===== config.mk =====
export PLATFORM = sky130hd
export DESIGN_NAME = fb_read_scaler
export DESIGN_NICKNAME = d
export VERILOG_FILES = /design/src/rtl/fb_read_scaler.sv
export SDC_FILE = /design/constraint.sdc
export NUM_CORES = 1
export LEC_CHECK = 0
export CORE_ASPECT_RATIO = 1.1
export CORE_UTILIZATION = 42
export CTS_CLUSTER_DIAMETER = 40
export CTS_CLUSTER_SIZE = 12
export DETAILED_ROUTE_END_ITERATION = 10
export PLACE_DENSITY = 0.69
export SLEW_MARGIN = 20
export SYNTH_ARGS = -nofsm -noshare
export SYNTH_HDL_FRONTEND = slang
export SYNTH_SLANG_ARGS = --single-unit

===== constraint.sdc =====
create_clock -name clk -period 6.3 [get_ports clk]
set_clock_uncertainty 0.05 [all_clocks]
set_input_delay 1.26 -clock clk [delete_from_list [all_inputs] [get_ports clk]]
set_output_delay 1.26 -clock clk [all_outputs]
set_load 0.01 [all_outputs]

===== src/rtl/fb_read_scaler.sv =====
`default_nettype none
// ============================================================================
// Module      : fb_read_scaler
// Description : Read-side address generator and pixel mux between the VGA
//               driver's next-pixel position and the dual-port frame buffer.
//               Places a SRC_W x SRC_H camera image at (x_off, y_off) on the
//               display, with optional 2x pixel/line replication, and drives
//               BORDER outside the image window.
// Revision    : 1.0 - initial release
// ----------------------------------------------------------------------------
// Ports:
//   clk          pixel clock, shared with frame buffer read port and VGA driver
//   rst          asynchronous active-high reset
//   scale2x      0 = 1x, 1 = 2x replication (latched at frame start)
//   x_off        window left edge in display pixels (latched at frame start)
//   y_off        window top edge in display lines (latched at frame start)
//   posX, posY   next-pixel position from the VGA driver
//   mem_addr     frame buffer read address (1 clk after posX/posY)
//   mem_data     frame buffer read data, valid 1 clk after mem_addr
//   pixel_out    pixel to the VGA driver (2 clk after posX/posY)
//   in_win       pixel_out carries image data, aligned with pixel_out
//   frame_start  one-clk pulse aligned with the pixel at posX=0, posY=0
// ============================================================================
module fb_read_scaler #(
    parameter int            SRC_W  = 320,
    parameter int            SRC_H  = 240,
    parameter int            AW     = 17,
    parameter int            DW     = 8,
    parameter int            DISP_W = 640,
    parameter int            DISP_H = 480,
    parameter logic [DW-1:0] BORDER = 8'h00
) (
    input  logic          clk,
    input  logic          rst,
    input  logic          scale2x,
    input  logic [9:0]    x_off,
    input  logic [8:0]    y_off,
    input  logic [9:0]    posX,
    input  logic [8:0]    posY,
    output logic [AW-1:0] mem_addr,
    input  logic [DW-1:0] mem_data,
    output logic [DW-1:0] pixel_out,
    output logic          in_win,
    output logic          frame_start
);

    // Address used for every out-of-window pixel: first word past the image.
    localparam logic [AW-1:0] C_OOW_ADDR = AW'(SRC_W * SRC_H);
    localparam logic [AW-1:0] C_ROW_STEP = AW'(SRC_W);
    localparam logic [10:0]   C_WIN_W_1X = 11'(SRC_W);
    localparam logic [10:0]   C_WIN_W_2X = 11'(2 * SRC_W);
    localparam logic [10:0]   C_WIN_H_1X = 11'(SRC_H);
    localparam logic [10:0]   C_WIN_H_2X = 11'(2 * SRC_H);
    localparam logic [9:0]    C_DISP_W   = 10'(DISP_W);
    localparam logic [8:0]    C_DISP_H   = 9'(DISP_H);

    // Frame-latched configuration
    logic          scale_q,    scale_d;
    logic [9:0]    x_off_q,    x_off_d;
    logic [8:0]    y_off_q,    y_off_d;

    // Address accumulators
    logic [AW-1:0] row_base_q, row_base_d;
    logic [AW-1:0] col_q,      col_d;

    // Pipeline registers
    logic [AW-1:0] mem_addr_q,    mem_addr_d;
    logic          win_d1_q,      win_d1_d;
    logic          fs_d1_q,       fs_d1_d;
    logic          in_win_q,      in_win_d;
    logic          frame_start_q, frame_start_d;

    // Stage-0 combinational terms
    logic          frame_pos;
    logic [10:0]   dx;
    logic [10:0]   dy;
    logic [10:0]   win_w;
    logic [10:0]   win_h;
    logic          h_in;
    logic          v_in;
    logic          win;

    always_comb begin
        frame_pos = (posX == 10'd0) && (posY == 9'd0);

        // The frame-start pixel itself already uses the new configuration,
        // so the whole frame (including its first pixel) sees one setting.
        scale_d = frame_pos ? scale2x : scale_q;
        x_off_d = frame_pos ? x_off   : x_off_q;
        y_off_d = frame_pos ? y_off   : y_off_q;

        // Zero-extended difference; bit 10 is the sign (posX < offset).
        dx = {1'b0, posX} - {1'b0, x_off_d};
        dy = {2'b00, posY} - {2'b00, y_off_d};

        win_w = scale_d ? C_WIN_W_2X : C_WIN_W_1X;
        win_h = scale_d ? C_WIN_H_2X : C_WIN_H_1X;

        h_in = !dx[10] && (dx < win_w) && (posX < C_DISP_W);
        v_in = !dy[10] && (dy < win_h) && (posY < C_DISP_H);
        win  = h_in && v_in;

        // Row base resynchronises at each line start (posX==0): cleared on
        // the first window line, stepped by one source row whenever dy>>s
        // advances. Lines are visited in order, so no pixel counting is
        // needed and blanking excursions of posX cannot disturb it.
        row_base_d = row_base_q;
        if (posX == 10'd0) begin
            if (dy == 11'd0) begin
                row_base_d = '0;
            end else if (!dy[10] && (dy < win_h) && (!scale_d || !dy[0])) begin
                row_base_d = row_base_q + C_ROW_STEP;
            end
        end

        // Column counter follows dx>>s: cleared at the window left edge and
        // advanced every pixel (1x) or on even dx (2x).
        col_d = col_q;
        if (h_in) begin
            if (dx == 11'd0) begin
                col_d = '0;
            end else if (!scale_d || !dx[0]) begin
                col_d = col_q + AW'(1);
            end
        end

        // Next-value bypass: posX==0 with x_off==0 needs this line's row base
        // and a cleared column in the same cycle.
        mem_addr_d    = win ? (row_base_d + col_d) : C_OOW_ADDR;
        win_d1_d      = win;
        fs_d1_d       = frame_pos;
        in_win_d      = win_d1_q;
        frame_start_d = fs_d1_q;
    end

    always_ff @(posedge clk or posedge rst) begin
        if (rst) begin
            scale_q       <= 1'b0;
            x_off_q       <= '0;
            y_off_q       <= '0;
            row_base_q    <= '0;
            col_q         <= '0;
            mem_addr_q    <= C_OOW_ADDR;
            win_d1_q      <= 1'b0;
            fs_d1_q       <= 1'b0;
            in_win_q      <= 1'b0;
            frame_start_q <= 1'b0;
        end else begin
            scale_q       <= scale_d;
            x_off_q       <= x_off_d;
            y_off_q       <= y_off_d;
            row_base_q    <= row_base_d;
            col_q         <= col_d;
            mem_addr_q    <= mem_addr_d;
            win_d1_q      <= win_d1_d;
            fs_d1_q       <= fs_d1_d;
            in_win_q      <= in_win_d;
            frame_start_q <= frame_start_d;
        end
    end

    assign mem_addr    = mem_addr_q;
    assign in_win      = in_win_q;
    assign frame_start = frame_start_q;

    // The frame buffer's output register is the stage-2 data register: it
    // loads the word for mem_addr on the same edge that loads in_win_q, so
    // only the border substitution is applied here. Registering mem_data a
    // second time would put pixel_out one clock behind in_win. In reset
    // in_win_q is low, so pixel_out is BORDER immediately.
    assign pixel_out = in_win_q ? mem_data : BORDER;

endmodule
`default_nettype wire


==> results of run 1 <==
==> power by group through the flow <==
stage | Sequential (mW) | Clock (mW) | Combinational [mW]
after floorplan | 0.530 | 0 | 0.150
after global placement | 0.530 | 0 | 0.273
after detailed placement | 0.532 | 0 | 0.280
after CTS | 0.523 | 0.516 | 0.307
after global routing | 0.526 | 0.539 | 0.356
final | 0.524 | 0.503 | 0.325
==> metal layers <==
layer / share of wire / up-vias
met5: 0 / -
met4: 0.011 / 0
met3: 0.030 / 10
met2: 0.50 / 64
met1: 0.46 / 2119
li1: - / 2191
==> path summary, 6_finish.rpt <==
| kind | from | to | slack, ps | depth (start not counted) |
|---|---|---|---|---|
| hold / removal | frame_start_d$_DFF_PP0_ | frame_start$_DFF_PP0_ | 300 | 0 |
| min in group asynchronous | rst | x_off_q[3]$_DFF_PP0_ | 1480 | 3 |
| setup reg to reg | x_off_q[4]$_DFF_PP0_ | mem_addr[14]$_DFF_PP0_ | 920 | 29 |
| hold reg to reg | frame_start_d$_DFF_PP0_ | frame_start$_DFF_PP0_ | 300 | 0 |
| max in group asynchronous | rst | mem_addr[3]$_DFF_PP0_ | 4120 | 3 |
| setup / recovery | posX[5] | mem_addr[14]$_DFF_PP0_ | -650 | 34 |
==> layout make-up <==
cell class              instances  area, um^2  area share
inverters                      32       120.1     0.01639
multi-input cells             388        3124      0.4262
repair buffers                206        1733      0.2364
flip-flops and latches         75        1882      0.2567
clock buffers                  12       236.5     0.03226
well taps                     147       183.9     0.02509
clock inverters                 4       51.30    0.006998
==> cells in the mapped netlist (4+ instances only) <==
cell and number:
a211oi_1 6, a21o_1 8, a21oi_1 25, and2_1 12
and3_1 6, and4_1 5, clkbuf_1 4, dfrtp_1 71
dfstp_2 4, ha_1 40, inv_1 32, mux2i_1 18
nand2_1 32, nand3_1 9, nand4_1 5, nor2_1 57
nor2b_1 14, nor3_1 15, o21a_1 7, o21ai_0 10
o21bai_1 4, or3_1 8, xnor2_1 20, xor2_1 22
==> metrics by stage <==
stage                     setup TNS (ps)  setup slack (ps)  cells  utilization  cell area, um^2
after global placement            -11940             -1193    827       0.6028             6698
after detailed placement          -17700             -1559    827       0.6028             6698
after CTS                          -6133            -715.5    856       0.6455             7172
final                              -5704            -648.9    864       0.6598             7331
after floorplan                    -3233            -526.3    502            -             4984
after global routing               -8626            -942.3    864       0.6598             7331
==> registers in the layout, summed over array words and instances (netlist names) <==
name           flops
col_q             17
mem_addr          17
row_base_q        17
x_off_q           10
y_off_q            9
frame_start        1
frame_start_d      1
in_win             1
in_win_d           1
scale_q            1
==> worst max-delay path: cells and delay by family <==
kind,cells,cell delay (ps)
adder cells (fa/ha/maj),4,1050
multiplexers,1,290
buffers and inverters,3,320
XOR/XNOR,2,280
AND/OR/NAND/NOR,11,1520
AO/OA/AOI/OAI,13,2370
==> cells by family (layout without fill, tap and decap cells) <==
kind of cell	after synthesis	after routing	synth area share
and+or+nand+nor	183	183	0.1962
DFF	75	75	0.3872
AOI/OAI and AO/OA	99	99	0.1524
muxes	22	22	0.04634
adders and majority gates	41	41	0.1071
buffers and inverters	39	254	0.03167
xor gates and xnor gates	43	43	0.07904
==> what timing repair did <==
action / 4_1_cts / 5_1_grt
setup buffers: 13 / 8
cloned: 0 / 0
setup endpoints to repair: 14 / 13
hold buffers: 0 / 0
gates resized for setup: 66 / 31
pin swaps: 52 / 42
==> impl_metrics.yaml, run 1 <==
clock_network:
  clk_pin_slew_ps: 60
  htree_num_levels: 3
  cts_tree: "done"
  clock_latency_ps: 330
  cts_buffers: 9
  cts_buffer_depth: 2
  cts_sinks: 75
  cts_root_buf: "clkbuf_16"
power_and_ir_drop:
  p_int_uw: 989.9
  ir_worst_vdd_mv: 0.1386
  p_leak_nw: 3.507
  p_clk_frac: 0.372
  seq_power_share: 0.387
  p_total_mw: 1.352
  switching_share: 0.2679
  net-switching-power_uw: 362.2
  p_comb_frac: 0.240
  powerDensity_nw_per_um2: 184.4
global_route:
  grt-ovfl-total: 0
  grt_pass1_wl_mm: 20.62
  grt_use_met1: 0.2709
  track_usage: 0.2165
  antenna_found_initial: 0
  grt_util_met2: 0.3828
  first_global_vias: 4556
  top_usage_layer: "met2"
  grt_max_degree: 76
  met3_usage: 0.03571
floorplanning:
  die_w_um: 104.6
  die_area_um2: 12010
  core_region_area_um2: 11110
  rows: 40
  ios: 76
  chipHeight_um: 114.8
  start_util: 0.4374
critical_path:
  max_stage_delay_ps: 360
  cp-start-kind: "input pin"
  arrival_ps: 7120
  worst-endpoint-required_ps: 6470
  end_kind: "register"
  criticalPathCategory: "input pin to register"
  cp_max_fo: 7
  cp_slowest_cell: "fa_2"
routing:
  ant_nets: 0
  drc_errors: 0
  first_iter_violations: 121
  viasPerCell: 5.074
  post_drt_wl_per_cell_um: 14.41
  drt_wl_total_mm: 12.45
  vias: 4384
  dr.pass1.iters: 4
sta:
  rsz0062_at_grt: "yes"
  finalCritPeriodShare: 1.103
  fmax_mhz: 143.9
  hold_viol: 0
  slew_headroom: 0.3787
  period_minus_slack_ps: 6949
  tightest_slew_ps: 932.0
  worst_slack_ps: -648.9
  setup_violations: 11
  slew_viol_final: 0
  hold_ws_ps: 297.6
synth:
  yosys.area.top_type_share: 0.3656
  synthTopCellsByArea: "dfrtp_1 (37%), ha_1 (10%), nor2_1 (4.4%)"
  ys_seq_area_frac: 0.3872
  syn-cell-area_um2: 4860
  yosysWarningCount: 0
  synthFlopType: "dfrtp_1"
  synth_nets: 592
  synth_enable_flop_cells: 0
  ys_ff_latch: 75
  yosysTopAreaCell: "dfrtp_1"
  postSynthAreaPerCell_um2: 9.681
  async_flop_share: 1.000
  synth_cell_types: 70
  syn_inst: 502
layout:
  synthToLayoutAreaGrowth_pct: 50.85
  drive_gt1_frac: 0.3305
  n_antenna_cell: 0
  layout_commonest_cell: "buf_4"
  nets: 802
  final_cell_mix: "buf_4 (125), dfrtp_1 (71), clkdlybuf4s50_1 (56)"
  n_fill_cell: 905
outcome:
  violations: "setup timing"
  outcome: "finished with violations"
placed_design:
  gp_congestion: 0.8520
  hpwl_mm: 9.182
  io_buffers: 75
job:
  cap_violations: 0
worst_hold_path:
  min_path_type: "register to register"
Note: power is estimated with default switching activity, not from simulation.
==> inputs of run 2 (changes only) <==
--- a/config.mk
+++ b/config.mk
@@ -15,3 +15,4 @@
 export SYNTH_ARGS = -nofsm -noshare
 export SYNTH_HDL_FRONTEND = slang
 export SYNTH_SLANG_ARGS = --single-unit
+export TNS_END_PERCENT = 100
==> results of run 2 <==
Same layout as run 1: the final DEF is identical, and so are final timing and power.
